<file path="src/rtl/step_cfg_select.sv">
// Push-button front end: sync, debounce and edge-detect up/down, then hold the step configuration.
// Optional STEP_CFG_WRAP_EN makes the value wrap at the limits instead of saturating.
module step_cfg_select #(
  parameter int unsigned DEBOUNCE_CYCLES = 1_000_000,
  parameter int unsigned CFG_MIN         = 1,
  parameter int unsigned CFG_MAX         = 10,
  parameter int unsigned CFG_RESET       = 1
) (
  input  logic       clk,
  input  logic       rst,
  input  logic       btn_up,
  input  logic       btn_down,
  output logic [3:0] step_cfg,
  output logic       cfg_changed
);

  localparam int unsigned   CW      = $clog2(DEBOUNCE_CYCLES);
  localparam logic [CW-1:0] L_TERM  = CW'(DEBOUNCE_CYCLES - 1);
  localparam logic [CW-1:0] L_ONE   = CW'(1);
  localparam logic [3:0]    L_MIN   = 4'(CFG_MIN);
  localparam logic [3:0]    L_MAX   = 4'(CFG_MAX);
  localparam logic [3:0]    L_RESET = 4'(CFG_RESET);

  // Bit 0 is the up button, bit 1 the down button.
  logic [1:0]    w_raw;
  logic [1:0]    r_s1;
  logic [1:0]    r_s2;
  logic [1:0]    r_stable;
  logic [1:0]    r_stable_d;
  logic [1:0]    w_press;
  logic [CW-1:0] r_cnt [2];
  logic [3:0]    r_cfg;
  logic [3:0]    w_next;
  logic          r_changed;

  assign w_raw = {btn_down, btn_up};

  always_ff @(posedge clk or posedge rst) begin
    if (rst) begin
      r_s1       <= '0;
      r_s2       <= '0;
      r_stable   <= '0;
      r_stable_d <= '0;
      for (int unsigned i = 0; i < 2; i++) begin
        r_cnt[i] <= '0;
      end
    end else begin
      r_s1       <= w_raw;
      r_s2       <= r_s1;
      r_stable_d <= r_stable;
      for (int unsigned i = 0; i < 2; i++) begin
        if (r_s2[i] == r_stable[i]) begin
          r_cnt[i] <= '0;
        end else if (r_cnt[i] == L_TERM) begin
          r_stable[i] <= r_s2[i];
          r_cnt[i]    <= '0;
        end else begin
          r_cnt[i] <= r_cnt[i] + L_ONE;
        end
      end
    end
  end

  assign w_press = r_stable & ~r_stable_d;

  always_comb begin
    w_next = r_cfg;
    if (w_press[0] && !w_press[1]) begin
      if (r_cfg < L_MAX) begin
        w_next = r_cfg + 4'd1;
      end else begin
`ifdef STEP_CFG_WRAP_EN
        w_next = L_MIN;
`else
        w_next = r_cfg;
`endif
      end
    end else if (w_press[1] && !w_press[0]) begin
      if (r_cfg > L_MIN) begin
        w_next = r_cfg - 4'd1;
      end else begin
`ifdef STEP_CFG_WRAP_EN
        w_next = L_MAX;
`else
        w_next = r_cfg;
`endif
      end
    end
  end

  always_ff @(posedge clk or posedge rst) begin
    if (rst) begin
      r_cfg     <= L_RESET;
      r_changed <= 1'b0;
    end else begin
      r_cfg     <= w_next;
      r_changed <= (w_next != r_cfg);
    end
  end

  assign step_cfg    = r_cfg;
  assign cfg_changed = r_changed;

endmodule

</file>
<file path="config.mk">
export PLATFORM = sky130hd
export DESIGN_NAME = step_cfg_select
export DESIGN_NICKNAME = d
export VERILOG_FILES = /design/src/rtl/step_cfg_select.sv
export SDC_FILE = /design/constraint.sdc
export NUM_CORES = 1
export LEC_CHECK = 0
export ABC_AREA = 1
export CAP_MARGIN = 10
export CORE_MARGIN = 5
export CORE_UTILIZATION = 45
export CTS_BUF_LIST = sky130_fd_sc_hd__clkbuf_16
export DETAILED_ROUTE_END_ITERATION = 7
export GPL_TIMING_DRIVEN = 0
export PLACE_DENSITY = 0.61
export RECOVER_POWER = 25
export SKIP_CTS_REPAIR_TIMING = 1
export SYNTH_ARGS = -nofsm -noshare
export SYNTH_HDL_FRONTEND = slang
export SYNTH_SLANG_ARGS = --single-unit
export TNS_END_PERCENT = 5
</file>
<file path="constraint.sdc">
create_clock -name clk -period 1.57 [get_ports clk]
set_input_delay 0.2355 -clock clk [delete_from_list [all_inputs] [get_ports clk]]
set_output_delay 0.2355 -clock clk [all_outputs]
set_load 0.1 [all_outputs]
</file>
==> impl_metrics.tcl, run 1 <==
set metrics [dict create \
    status "finished, final reports clean" \
    min_from "r_s1[1]" \
    cp.required_ns 1.33 \
    critPathArrivalTime_ns 1.28 \
    final_net_count 402 \
    cp_slowest_stage_delay_ns 0.65 \
    drive_gt1_share_pct 16.0 \
    antenna_found_initial 0 \
    synth_cells 377 \
    grt_pass1_vias 2277 \
    synth.top_cell.area_share_pct 43.4 \
    root_buffer "clkbuf_16" \
    critPathKind "reg -> out" \
    crit_slowest_cell "dfstp_4" \
    synth-main-ff-cell "dfrtp_1" \
    htreeDepth 2 \
    syn_nets 386 \
    ios 9 \
    die_y_um 91.7 \
    cts_buffer_depth 2 \
    drc 0 \
    finClkSkew_ns 0.00823 \
    hold_viol 0 \
    swShare_pct 22.7 \
    p_leak_nw 1.45 \
    fin_ws_ns 0.0585 \
    coreArea_um2 6420 \
    gp_congestion 0.850 \
    rsz0062_at_grt "true" \
    grt_pass1_wl_mm 10.1 \
    cts_sinks 53 \
    hpwl_mm 4.18 \
    grt_usage_pct 14.4 \
    vias 2324 \
    port_buffers 8 \
    hold_class "reg -> reg" \
    period_share_pct 96.3 \
    initial_utilization_pct 46.7 \
    grt_max_degree 30 \
    p_int_mw 2.01 \
    pwr-share-seq_pct 53.5 \
    avgSynthCellArea_um2 7.96 \
    overflow 0 \
    drtPass1Iterations 4 \
    synthTopCellsByArea "dfrtp_1 (43%), nor2_1 (11%), nand2_1 (9.8%), inv_1 (4.3%), nor2_4 (4.1%)" \
    cp_top_family "flip-flops" \
    syn-cell-area_um2 3000 \
    async_flop_share_pct 100 \
    post-place-ws_ns -0.440 \
    synth_cell_types 23 \
    yosys_warnings 0 \
    yosysTopAreaCell "dfrtp_1" \
    crit_start "step_cfg[0]" \
    final_common_cell "nor2_1" \
    ir_drop_mv 0.612 \
    cp_cell_sequence "clkbuf_4" \
    numCtsBuffers 5 \
    final_antenna_net_count 0 \
    viasPerCell 4.93 \
    wl_per_cell_um 11.8 \
    clock_power_share_pct 42.7 \
    insertion_delay_ns 0.29 \
    synth_seq_cells 53 \
    area_delta_synth_final_pct 11.7 \
    die_w_um 91.7 \
    antenna_cells 0 \
    cap_viol_max_count 0 \
    max_slew_margin_pct 35.1 \
    rows 29 \
    yosysSeqAreaShare_pct 44.2 \
    startpoint_type "flip-flop" \
    cts_tree "yes" \
    cp_max_fo 5 \
    p_sw_uw 592 \
    holdWs_ns 0.358 \
    setup_violations 0 \
    setup-tns-final_ns 0 \
    die_area_um2 8400 \
    min_period_ns 1.51 \
    critPathCaptureType "primary output" \
    crit_buf_inv 1 \
    synth-edff-count 0 \
    worst-slew-pin-transition_ns 0.973 \
    totalWireLength_mm 5.55 \
    post-route-util_pct 52.2 \
    layout_common_cells "nor2_1 (90), nand2_1 (76), dfrtp_1 (48), inv_1 (33), nand3_1 (24)" \
    rr_startpoint "step_cfg[0]" \
    pwr-share-comb_pct 3.8 \
    power_density_nw_per_um2 777 \
    slew_viol_final 0 \
    max_freq_mhz 662 \
    clk_pin_slew_ns 0.07 \
    drt_iter0_markers 79 \
]
power by group through the flow:
stage / combinational, mW / sequential [mW] / clock, mW
after floorplan: 0.0708 / 1.42 / 0
after global placement: 0.0976 / 1.42 / 0
after detailed placement: 0.105 / 1.42 / 0
after CTS: 0.105 / 1.39 / 1.15
after global routing: 0.117 / 1.40 / 1.22
final: 0.0987 / 1.39 / 1.11
per-stage QoR:
stage	instance area [µm²]	std cells	power, mW
3_5_place_dp	3210	463	1.53
5_1_grt	3350	471	2.73
6_report	3350	471	2.60
3_3_place_gp	3190	462	1.52
2_1_floorplan	3010	377	1.49
4_1_cts	3360	471	2.65
registers in the layout, indices dropped and copies added (netlist names):
register	flops
r_cnt	40
r_stable_d	2
r_s2	2
step_cfg	4
r_stable	2
cfg_changed	1
r_s1	2
per-layer routing:
layer	routed length (µm)	track usage, %
met1	2700	18.1
met2	2640	25.3
met3	131	2.78
met4	80	4.27
met5	0	0
Yosys cell counts (5+ instances only):
| master | count |
|---|---|
| nor2_1 | 90 |
| nand2_1 | 78 |
| dfrtp_1 | 52 |
| inv_1 | 34 |
| nand3_1 | 24 |
| xor2_1 | 14 |
| xnor2_1 | 12 |
| nor2_4 | 11 |
| nand4_1 | 10 |
| o21ai_0 | 8 |
| inv_2 | 7 |
| a21oi_1 | 5 |
| ha_1 | 5 |
| nand2_2 | 5 |
final timing paths:
kind                                to  depth (start not counted)  slack (ns)
max                        step_cfg[0]                          1        0.06
min                            r_s2[1]                          0        0.36
max reg2reg                step_cfg[0]                          6        0.09
min reg2reg                    r_s2[1]                          0        0.36
max in group asynchronous    r_cnt[10]                          3        0.28
min in group asynchronous  cfg_changed                          2        0.61
area by class of cell:
class / instances / area [µm²]
well taps: 77 / 96.3
clock buffers: 5 / 125
inverters: 41 / 154
repair buffers: 9 / 77.6
clock inverters: 3 / 25.0
multi-input cells: 283 / 1540
flip-flops and latches: 53 / 1340
fillers: 638 / 3070
kinds of logic (layout without fill, tap and decap cells):
| kind of cell | after synthesis | count (layout) | share of synthesized area, % |
|---|---|---|---|
| fa+ha+maj | 5 | 5 | 2.09 |
| compound gates | 18 | 18 | 3.34 |
| simple gates | 234 | 234 | 37.6 |
| buf+inv | 41 | 58 | 5.13 |
| xor+xnor | 26 | 26 | 7.59 |
| flops | 53 | 53 | 44.2 |
No activity file was read; power rests on OpenSTA's default activity.
==> inputs of run 2 (changes only) <==
==> constraint.sdc (replaced) <==
create_clock -name clk -period 1.57 [get_ports clk]
set_input_delay 0.2355 -clock clk [delete_from_list [all_inputs] [get_ports clk]]
set_output_delay 0.2355 -clock clk [all_outputs]
set_load 0.05 [all_outputs]
==> run 2 against run 1 <==
Final cell count stayed put. Clock skew is 0.0032 ns higher. Sequential power hardly changed. First-iteration DRC count is 53% higher. Clock-buffer cell count stayed put. Sequential share of layout area is 0.38 points lower. Largest cell class unchanged. Global-route usage is 0.16 points higher.
==> impl_metrics.tcl, run 2 (synthesis results as in run 1) <==
set metrics [dict create \
    reg2regPathDepth 6 \
    totalWireLength_mm 5.69 \
    htreeDepth 2 \
    cp.required_ns 1.76 \
    final_antenna_net_count 0 \
    ios 9 \
    largest_reg_flops 40 \
    pwr-share-seq_pct 53.3 \
    area_delta_synth_final_pct 12.6 \
    gp_congestion 0.855 \
    status "finished, final reports clean" \
    critPathCaptureType "flip-flop" \
    die_w_um 91.7 \
    antenna_cells 0 \
    critPathKind "reg -> reg" \
    coreArea_um2 6420 \
    p_int_mw 2.01 \
    overflow 0 \
    vias 2329 \
    wl_per_cell_um 12.1 \
    max_freq_mhz 667 \
    hold_class "reg -> reg" \
    pwr-share-comb_pct 3.8 \
    final_common_cell "nor2_1" \
    p_sw_uw 602 \
    swShare_pct 23.0 \
    grt_pass1_vias 2211 \
    grt_usage_pct 14.6 \
    min_period_ns 1.50 \
    port_buffers 8 \
    regMostFlops "r_cnt" \
    clk_pin_slew_ns 0.08 \
    place_area_um2 3190 \
    clock_power_share_pct 42.9 \
    min_from "r_s1[0]" \
    insertion_delay_ns 0.30 \
    worst-slew-pin-transition_ns 0.532 \
    crit_start "step_cfg[0]" \
    cts_tree "yes" \
    drtPass1Iterations 4 \
    slew_viol_final 0 \
    startpoint_type "flip-flop" \
    holdWs_ns 0.350 \
    drive_gt1_share_pct 13.7 \
    period_share_pct 95.5 \
    hpwl_mm 4.08 \
    die_area_um2 8400 \
    drt_iter0_markers 121 \
    rr_startpoint "step_cfg[0]" \
    numCtsBuffers 5 \
    setup_violations 0 \
    critPathArrivalTime_ns 1.68 \
    rows 29 \
    design_power_total_mw 2.61 \
    power_density_nw_per_um2 774 \
    cp_max_fo 5 \
    ir_drop_mv 0.458 \
    die_y_um 91.7 \
    p_leak_nw 1.52 \
    cts_sinks 53 \
    final_net_count 402 \
    hold_path_depth 0 \
    root_buffer "clkbuf_16" \
    grt_pass1_wl_mm 10.1 \
    post-route-util_pct 52.6 \
    fin_area_um2 3380 \
    initial_utilization_pct 46.7 \
    viasPerCell 4.94 \
    finClkSkew_ns 0.0114 \
    max_slew_margin_pct 64.4 \
    cts_buffer_depth 2 \
    layout_common_cells "nor2_1 (90), nand2_1 (78), dfrtp_1 (50), inv_1 (33), nand3_1 (24)" \
    grt_max_degree 54 \
    hold_viol 0 \
    antenna_found_initial 0 \
    drc 0 \
    rsz0062_at_grt "true" \
    cap_viol_max_count 0 \
]
==> run 2: final timing paths <==
| check | slack [ns] | end |
|---|---|---|
| setup / recovery | 0.07 | step_cfg[1] |
| hold / removal | 0.35 | r_s2[0] |
| setup reg to reg | 0.07 | step_cfg[1] |
| hold reg to reg | 0.35 | r_s2[0] |
| max in group asynchronous | 0.56 | step_cfg[0] |
| min in group asynchronous | 0.40 | step_cfg[2] |
==> run 2: critical path, stage by stage, from the launching register on <==
cell	delay, ns
dfstp_4	0.65
inv_1	0.08
ha_2	0.22
o21ai_4	0.15
nand2_1	0.09
o21ai_1	0.13
o21bai_1	0.07
==> run 2: final cells by class <==
type / count / area [µm²]
multi-input cells: 283 / 1540
clock inverters: 3 / 25.0
repair buffers: 9 / 105
fillers: 615 / 3050
well taps: 77 / 96.3
clock buffers: 5 / 125
inverters: 41 / 155
flip-flops and latches: 53 / 1330
==> run 2: metal layers <==
| layer | global-route usage (%) | wire length, µm |
|---|---|---|
| met4 | 3.02 | 40 |
| met3 | 3.76 | 148 |
| met5 | 0 | 0 |
| met2 | 23.4 | 2500 |
| met1 | 20.1 | 2990 |
==> run 2: power by group through the flow <==
| stage | sequential [mW] | combinational, mW | clock [mW] |
|---|---|---|---|
| after floorplan | 1.42 | 0.0713 | 0 |
| after global placement | 1.42 | 0.0979 | 0 |
| after detailed placement | 1.42 | 0.101 | 0 |
| after CTS | 1.39 | 0.101 | 1.16 |
| after global routing | 1.40 | 0.118 | 1.24 |
| final | 1.39 | 0.100 | 1.12 |
==> run 2: per-stage QoR <==
| stage | std cells | setup WS [ns] | TNS [ns] |
|---|---|---|---|
| finish | 471 | 0.0714 | 0 |
| global route | 471 | -0.0121 | -0.0207 |
| CTS | 470 | -0.423 | -1.36 |
| detailed placement | 462 | -0.0930 | -0.258 |
| global placement | 462 | -0.0944 | -0.187 |
| floorplan | 377 | -0.0357 | -0.0377 |
==> inputs of run 3 (changes only) <==
--- a/config.mk
+++ b/config.mk
@@ -10,10 +10,12 @@
 export CORE_MARGIN = 5
 export CORE_UTILIZATION = 45
 export CTS_BUF_LIST = sky130_fd_sc_hd__clkbuf_16
+export CTS_CLUSTER_SIZE = 16
 export DETAILED_ROUTE_END_ITERATION = 7
 export GPL_TIMING_DRIVEN = 0
 export PLACE_DENSITY = 0.61
 export RECOVER_POWER = 25
+export SETUP_SLACK_MARGIN = 0.05
 export SKIP_CTS_REPAIR_TIMING = 1
 export SYNTH_ARGS = -nofsm -noshare
 export SYNTH_HDL_FRONTEND = slang
==> run 3 against run 2 <==
Sequential share of layout area fell by 0.41 points. Clock power is essentially flat. Fmax up 2.0%. Global-route usage increased by 0.079 points. Largest power group unchanged. First-iteration DRC count shrank 5.8%. Sequential power is essentially flat. Total power shrank 0.52%. Largest cell class unchanged. Combinational power increased by 5%. Hold slack worse by 0.0011 ns. Die area unchanged.
==> impl_metrics.tcl, run 3 (synthesis results as in run 1) <==
set metrics [dict create \
    met1Wirelength_mm 2.98 \
    ios 9 \
    rows 29 \
    hold_class "reg -> reg" \
    cp_top_family "flip-flops" \
    rsz0062_at_grt "true" \
    htreeDepth 2 \
    numCtsBuffers 5 \
    post-route-util_pct 53.1 \
    wl_per_cell_um 12.3 \
    antenna_cells 0 \
    setup_violations 0 \
    die_w_um 91.7 \
    design_power_total_mw 2.60 \
    drt_iter0_markers 114 \
    fill_cells 624 \
    grt_pass1_vias 2226 \
    cap_viol_max_count 0 \
    top_layer_used "met4" \
    hpwl_mm 4.14 \
    p_int_mw 2.01 \
    fin_area_um2 3410 \
    fin_ws_ns 0.100 \
    final_common_cell "nor2_1" \
    area_delta_synth_final_pct 13.7 \
    status "finished, final reports clean" \
    ir_drop_mv 0.433 \
    cp_slowest_stage_delay_ns 0.66 \
    root_buffer "clkbuf_16" \
    layout_common_cells "nor2_1 (88), nand2_1 (77), dfrtp_1 (50), inv_1 (32), nand3_1 (24)" \
    regMostFlops "r_cnt" \
    p_sw_uw 590 \
    critPathKind "reg -> out" \
    die_y_um 91.7 \
    grt_usage_pct 14.7 \
    insertion_delay_ns 0.29 \
    crit_slowest_cell "dfstp_4" \
    cts_tree "yes" \
    drive_gt1_share_pct 15.0 \
    pwr-share-seq_pct 53.8 \
    swShare_pct 22.7 \
    initial_utilization_pct 46.7 \
    startpoint_type "flip-flop" \
    wl_met2_mm 2.55 \
    die_area_um2 8400 \
    hold_viol 0 \
    pwr-share-comb_pct 4.0 \
    overflow 0 \
    finClkSkew_ns 0.00618 \
    viasPerCell 4.96 \
    coreArea_um2 6420 \
    p_leak_nw 1.52 \
    cts_buffer_depth 2 \
    drc 0 \
    antenna_found_initial 0 \
    grt_max_degree 54 \
    cp_cell_sequence "clkbuf_2" \
    grt_pass1_wl_mm 10.2 \
    wl_met3_um 190 \
    cp.required_ns 1.33 \
    final_antenna_net_count 0 \
    final_net_count 402 \
    power_density_nw_per_um2 762 \
    cts_sinks 53 \
    clock_power_share_pct 42.2 \
    port_buffers 8 \
    clk_pin_slew_ns 0.07 \
    worst-slew-pin-transition_ns 0.526 \
    slew_viol_final 0 \
    place_area_um2 3190 \
    vias 2337 \
    gp_congestion 0.836 \
    period_share_pct 93.6 \
    cp_max_fo 5 \
    drtPass1Iterations 4 \
    totalWireLength_mm 5.78 \
    max_slew_margin_pct 64.8 \
    max_freq_mhz 680 \
    post-place-ws_ns -0.101 \
    min_period_ns 1.47 \
    critPathCaptureType "primary output" \
    crit_buf_inv 1 \
    critPathArrivalTime_ns 1.23 \
    largest_reg_flops 40 \
]
## run 3: power by group through the flow
| stage | combinational, mW | sequential (mW) | clock [mW] |
|---|---|---|---|
| finish | 0.105 | 1.40 | 1.10 |
| global route | 0.125 | 1.40 | 1.20 |
| CTS | 0.101 | 1.39 | 1.14 |
| detailed placement | 0.101 | 1.42 | 0 |
| global placement | 0.0982 | 1.42 | 0 |
| floorplan | 0.0713 | 1.42 | 0 |
## run 3: final cells by class
class,count,area [µm²],area share (%)
inverters,41,155,4.55
clock inverters,3,21.3,0.623
well taps,77,96.3,2.82
flip-flops and latches,53,1330,39.1
clock buffers,5,125,3.67
repair buffers,9,105,3.08
multi-input cells,283,1580,46.2
## run 3: path summary, 6_finish.rpt
kind,from,to,slack [ns],cells after the start
max reg2reg,step_cfg[0],step_cfg[1],0.12,6
min,r_s1[0],r_s2[0],0.35,0
min in group asynchronous,rst,r_s2[0],0.40,2
max in group asynchronous,rst,step_cfg[0],0.57,3
max,step_cfg[0],step_cfg[0],0.10,1
min reg2reg,r_s1[0],r_s2[0],0.35,0
## run 3: per-stage QoR
step                      hold WS (ns)  cells  setup TNS (ns)
after floorplan                  0.267    377               0
after global routing             0.366    471               0
final                            0.349    471               0
after detailed placement         0.336    462          -0.160
after CTS                        0.353    470           -1.23
after global placement           0.339    462          -0.178
## run 3: routing by layer
| metal | vias up | track usage, % |
|---|---|---|
| met4 | 0 | 4.90 |
| met3 | 6 | 3.27 |
| met1 | 1100 | 20.2 |
| met5 | - | 0 |
| li1 | 1205 | - |
| met2 | 26 | 22.9 |
